===== src/rtl/mult_share_pkg.sv =====
// Shared types and defaults for the multiplier-sharing arbiter.
// Holds default sizes, the round-robin pointer type and the tag struct.
package mult_share_pkg;
  localparam int DEF_W        = 32;
  localparam int DEF_NREQ     = 4;
  localparam int DEF_MULT_LAT = 2;
  localparam int MAX_IDW      = 3;

  typedef logic [MAX_IDW-1:0] rr_ptr_t;

  typedef struct packed {
    logic    vld;
    rr_ptr_t id;
  } tag_t;
endpackage


===== src/rtl/mult_share_arbiter_rr_pick.sv =====
// rr_pick: combinational round-robin picker, searches from ptr_i+1.
// Ports: req_i requests, ptr_i last winner, gnt_o one-hot, idx_o, any_o.
module rr_pick
  import mult_share_pkg::*;
#(
  parameter int NREQ = DEF_NREQ
) (
  input  logic [NREQ-1:0] req_i,
  input  rr_ptr_t         ptr_i,
  output logic [NREQ-1:0] gnt_o,
  output rr_ptr_t         idx_o,
  output logic            any_o
);
  localparam rr_ptr_t LAST = rr_ptr_t'(NREQ - 1);

  rr_ptr_t cand;

  always_comb begin
    gnt_o = '0;
    idx_o = '0;
    any_o = 1'b0;
    cand  = ptr_i;
    for (int k = 0; k < NREQ; k++) begin
      cand = (cand == LAST) ? '0 : cand + rr_ptr_t'(1);
      for (int i = 0; i < NREQ; i++) begin
        if (!any_o && rr_ptr_t'(i) == cand && req_i[i]) begin
          any_o    = 1'b1;
          gnt_o[i] = 1'b1;
          idx_o    = cand;
        end
      end
    end
  end
endmodule


===== src/rtl/mult_share_arbiter.sv =====
// Shares one pipelined signed multiplier among NREQ requesters, round-robin.
// Ports: req_* operand channels, rsp_* result channel, mult_* multiplier
// side, busy. Optional macro MULT_SHARE_ARBITER_STATS_EN adds stat_issued
// and stat_stall counters.
module mult_share_arbiter
  import mult_share_pkg::*;
#(
  parameter int NREQ     = DEF_NREQ,
  parameter int W        = DEF_W,
  parameter int MULT_LAT = DEF_MULT_LAT,
  parameter int IDW      = $clog2(NREQ)
) (
  input  logic              clk,
  input  logic              reset,
  input  logic [NREQ-1:0]   req_valid,
  output logic [NREQ-1:0]   req_ready,
  input  logic [NREQ*W-1:0] req_a,
  input  logic [NREQ*W-1:0] req_b,
  output logic              rsp_valid,
  input  logic              rsp_ready,
  output logic [IDW-1:0]    rsp_id,
  output logic [2*W-1:0]    rsp_prod,
  output logic              mult_en,
  output logic [W-1:0]      mult_a,
  output logic [W-1:0]      mult_b,
  input  logic [2*W-1:0]    mult_result,
  output logic              busy
`ifdef MULT_SHARE_ARBITER_STATS_EN
  ,
  output logic [31:0]       stat_issued,
  output logic [31:0]       stat_stall
`endif
);
  localparam rr_ptr_t LAST = rr_ptr_t'(NREQ - 1);

  tag_t    tag_q [MULT_LAT];
  tag_t    tag_d [MULT_LAT];
  rr_ptr_t ptr_q, ptr_d;

  logic            adv;
  logic            fire;
  logic [NREQ-1:0] pick_gnt;
  rr_ptr_t         pick_idx;
  logic            pick_any;
  logic            unused_id;

  rr_pick #(.NREQ(NREQ)) u_pick (
    .req_i (req_valid),
    .ptr_i (ptr_q),
    .gnt_o (pick_gnt),
    .idx_o (pick_idx),
    .any_o (pick_any)
  );

  assign rsp_valid = tag_q[MULT_LAT-1].vld;
  assign rsp_id    = tag_q[MULT_LAT-1].id[IDW-1:0];
  assign rsp_prod  = mult_result;
  assign unused_id = ^tag_q[MULT_LAT-1].id;

  // A pending, unaccepted result freezes the whole pipe.
  assign adv     = !(rsp_valid && !rsp_ready);
  assign mult_en = adv && reset;
  assign fire    = mult_en && pick_any;

  always_comb begin
    req_ready = '0;
    mult_a    = '0;
    mult_b    = '0;
    if (fire) begin
      req_ready = pick_gnt;
      for (int i = 0; i < NREQ; i++) begin
        if (pick_gnt[i]) begin
          mult_a = req_a[i*W +: W];
          mult_b = req_b[i*W +: W];
        end
      end
    end
  end

  always_comb begin
    busy = 1'b0;
    for (int i = 0; i < MULT_LAT; i++) begin
      busy = busy | tag_q[i].vld;
    end
  end

  always_comb begin
    ptr_d = ptr_q;
    tag_d = tag_q;
    if (adv) begin
      tag_d[0].vld = fire;
      tag_d[0].id  = fire ? pick_idx : '0;
      for (int i = 1; i < MULT_LAT; i++) begin
        tag_d[i] = tag_q[i-1];
      end
    end
    if (fire) begin
      ptr_d = pick_idx;
    end
  end

  always_ff @(posedge clk) begin
    if (!reset) begin
      ptr_q <= LAST;
      for (int i = 0; i < MULT_LAT; i++) begin
        tag_q[i] <= '0;
      end
    end else begin
      ptr_q <= ptr_d;
      for (int i = 0; i < MULT_LAT; i++) begin
        tag_q[i] <= tag_d[i];
      end
    end
  end

`ifdef MULT_SHARE_ARBITER_STATS_EN
  logic [31:0] issued_q, stall_q;

  always_ff @(posedge clk) begin
    if (!reset) begin
      issued_q <= '0;
      stall_q  <= '0;
    end else begin
      if (fire) issued_q <= issued_q + 32'd1;
      if (!adv) stall_q  <= stall_q + 32'd1;
    end
  end

  assign stat_issued = issued_q;
  assign stat_stall  = stall_q;
`endif
endmodule


===== config.mk =====
export PLATFORM = sky130hd
export DESIGN_NAME = mult_share_arbiter
export DESIGN_NICKNAME = d
export VERILOG_FILES = /design/src/rtl/mult_share_pkg.sv /design/src/rtl/mult_share_arbiter_rr_pick.sv /design/src/rtl/mult_share_arbiter.sv
export SDC_FILE = /design/constraint.sdc
export NUM_CORES = 1
export LEC_CHECK = 0
export CELL_PAD_IN_SITES_DETAIL_PLACEMENT = 1
export CELL_PAD_IN_SITES_GLOBAL_PLACEMENT = 2
export CORE_AREA = 10 10 171 173
export CTS_BUF_LIST = sky130_fd_sc_hd__clkbuf_4 sky130_fd_sc_hd__clkbuf_8
export CTS_CLUSTER_SIZE = 25
export DETAILED_ROUTE_END_ITERATION = 10
export DIE_AREA = 0 0 181 183
export DONT_BUFFER_PORTS = 1
export PLACE_DENSITY = 0.4
export SLEW_MARGIN = 20
export SYNTH_ARGS = -nofsm -noshare
export SYNTH_HDL_FRONTEND = slang
export SYNTH_SLANG_ARGS = --single-unit

===== constraint.sdc =====
create_clock -name clk -period 4.37 [get_ports clk]
set_input_delay 0.6555 -clock clk [delete_from_list [all_inputs] [get_ports clk]]
set_output_delay 0.6555 -clock clk [all_outputs]
set_load 0.02 [all_outputs]

==> results.txt <==
Final min period -> 4.121 ns
Initial antenna violation count -> 3
Fin. max-slew vios -> 0
# diodes -> 0
Port bufs -> 0
Initial DRT Pass Iterations -> 5
Switching power total -> 1.872 mW
Die area -> 33120 um2
Drc violations -> 0
Critical Path Fanout Max -> 59
Post-route ant nets -> 0
Layout Skew -> 0.002874 ns
Largest net degree at the start of global routing -> 67
DRT iter0 DRCs -> 297
CP max stage delay -> 0.53 ns
Clk pwr share -> 3.4%
Fillcell total -> 3077
Post-synthesis cell area -> 3446 um2
CTS max path bufs -> 2
Leak Pwr -> 0.8959 nW
Max cap viols -> 0
All-Layer GR Usage -> 10.55%
Adder-cell share of the synthesized area -> 2.905%
Seq/Total Area, Yosys -> 5.229%
Avg Synthesized Cell Area -> 8.013 um2
Worst setup SP type -> flip-flop
Status -> complete, no violations
Top FF cell, synth -> dfxtp_1
Hold Vio Cnt, Final -> 0
Worst-path clk slew -> 0.05 ns
Most frequent CP cell -> o21ai_0
Required @ worst endpoint -> 3.71 ns
Top-count cell post-synth -> buf_4
Die Span Y -> 183 um
Buf/Inv on CP -> 2
Worst reg2reg path depth -> 10
Relative slew slack -> 58.60%
Place WS -> 0.4945 ns
Crit-path cells -> inv_1 -> ha_1 -> or3b_2 -> o21ai_0 -> a211oi_1 -> o21ai_0 -> nor2b_4 -> buf_12 -> a32o_1
Setup ws final -> 0.2490 ns
Vias -> 3492
Reg2Reg Setup Slack -> 1.64 ns
Sequential Area -> 180.2 um2
H-tree depth -> 1
RSZ-0062 raised after global routing -> false
Via/cell ratio -> 5.275
CP delay by family, top -> compound AO/OA/AOI/OAI gates
Slowest cell on crit path -> or3b_2
Row cnt -> 59
Highest Clock Rate -> 242.7 MHz
Worst Path Arrival -> 3.47 ns
Asr flop ratio synth -> 0%
RR Endpoint -> ptr_q[0]
Share of layout cells above drive strength 1 -> 7.645%
Core footprint -> 25760 um2
Clk sink count -> 9
Part of the power in registers -> 4.4%
Yosys warns -> 0
Gate Count Post-Synth -> 430
Crit path kind -> flip-flop to output pin
Final global-route overflow total -> 0
Crit path capture -> mult_a[7]
Crit. End Element -> output pin
Largest cells by area after synthesis -> a221o_1 19%, a32o_1 19%, buf_4 17%, nand2b_1 12%, dfxtp_1 5.2%
Worst skew pair latency -> 0.24 ns
Synth cell count leaders -> 78 x buf_4, 65 x a221o_1, 65 x nand2b_1
Post-CTS Hold Fix Bufs -> 0
Logic pwr share -> 92.2%
Footprint of the multi-input gates -> 2467 um2
Cell area power density -> 934.6 nW/um2
Vias in the first global route -> 3499
Internal -> 1.196 mW
Routed wire length -> 19990 um
Xor-xnor portion of the synthesized cell area -> 0%
Post-synthesis compound-gate area fraction -> 47.17%
P&R area growth vs syn -> -4.757%
Cts bufs inserted -> 3
FF-to-FF Start -> ptr_q[0]
Clk root buf -> clkbuf_8
Start point of the critical path -> ptr_q[0]
Routed wire per std cell -> 30.19 um
Critical Path Stages -> 9
#FFs+latches synth -> 9
First-pass GRT wire length -> 27530 um
Mux cell area share after synthesis -> 1.198%
IO Count -> 464
Detailed placer's ending HPWL -> 16780 um
EDFF count, synth -> 0
Worst Hold Class -> flip-flop to flip-flop
VDD IR max -> 456.8 uV
Largest family of logic cells by synthesized area -> compound AO/OA/AOI/OAI gates
CTS tree -> yes
Chip width -> 181 um
Period utilization -> 94.30%
Cts repair resizes -> 0
Synth unique cells -> 43
Switching part of the total power -> 61.02%
Final nets -> 663
Post-CTS setup buffer count -> 0
Largest area contributor in the netlist -> a221o_1
Starting density of the core -> 13.37%
Worst-Margin Slew -> 0.6197 ns
Setup TNS -> 0 ns
Routability cong. -> 0.8260
Syn Nets -> 765
Synth top area share -> 18.88%
Final setup fails -> 0
Simple-gate share of the synthesized area -> 19.06%
[logic make-up after synthesis]
logic type,after synthesis
simple gates,113
fa+ha+maj,8
mux,4
compound gates,174
buf+inv,122
flops,9
[state kept, by name, indices dropped and copies added (netlist names)]
name	cells
tag_q	3
rsp_valid	1
rsp_id	2
ptr_q	3
[per-layer routing]
layer / track usage, % / part of all wire (%)
met5: 0 / 0.035
met4: 1.822 / 1.6
met3: 4.587 / 12
met2: 20.16 / 54
met1: 10.47 / 32
[worst min-delay path by stage]
stage	startpoint	cells past startpoint	endpoint
4_1_cts	tag_q[7]	2	tag_q[7]
3_3_place_gp	tag_q[7]	2	tag_q[7]
6_report	tag_q[7]	2	tag_q[7]
3_5_place_dp	tag_q[7]	2	tag_q[7]
5_1_grt	tag_q[7]	2	tag_q[7]
2_1_floorplan	tag_q[7]	2	tag_q[7]
[power by group through the flow]
stage	logic, mW	clock network [mW]	registers [mW]
after global placement	2.81	0	0.136
after global routing	3.03	0.112	0.140
after CTS	2.85	0.104	0.136
after floorplan	2.41	0	0.126
after detailed placement	2.84	0	0.138
final	2.83	0.103	0.135
[worst min-delay path, cell delays in order (launching register included)]
cell     delay (ns)
dfxtp_1        0.32
nand3_1        0.07
nand2_1        0.05
[stage by stage]
stage	cell area, um2	hold WS [ns]	std cells	util [%]	power [mW]
floorplan	3446	0.4425	430	-	2.539
global placement	3236	0.4567	658	12.56	2.950
detailed placement	3236	0.4686	658	12.56	2.983
CTS	3282	0.4768	662	12.74	3.093
global route	3282	0.5124	662	12.74	3.277
finish	3282	0.4766	662	12.74	3.067
[final cells by class]
| class | instances | share of cell area (%) |
|---|---|---|
| Tap cell | 335 | 12.77 |
| Clock inverter | 1 | 0.1525 |
| Inverter | 5 | 0.5719 |
| Sequential cell | 9 | 5.490 |
| Timing Repair Buffer | 10 | 4.575 |
| Multi-Input combinational cell | 299 | 75.18 |
| Clock buffer | 3 | 1.258 |
[cell usage in the layout, fill, tap and decap left out, types with 2 or more instances in the layout]
cell / instances
nand2b_1: 65
clkbuf_8: 3
a22oi_1: 4
dfxtp_1: 9
buf_12: 6
o211ai_1: 3
nand2_1: 15
a211o_1: 2
o21ai_0: 8
a31oi_1: 2
a211oi_1: 2
nor2_1: 5
o21a_1: 3
ha_1: 8
o2111ai_1: 2
mux2i_1: 3
a221o_1: 64
inv_1: 5
a222oi_1: 2
nor2b_1: 9
and4_1: 3
a21oi_1: 5
o31ai_1: 2
nand3_1: 7
nand4_1: 3
buf_4: 4
a32o_1: 64
No activity file was read; power rests on OpenSTA's default activity.
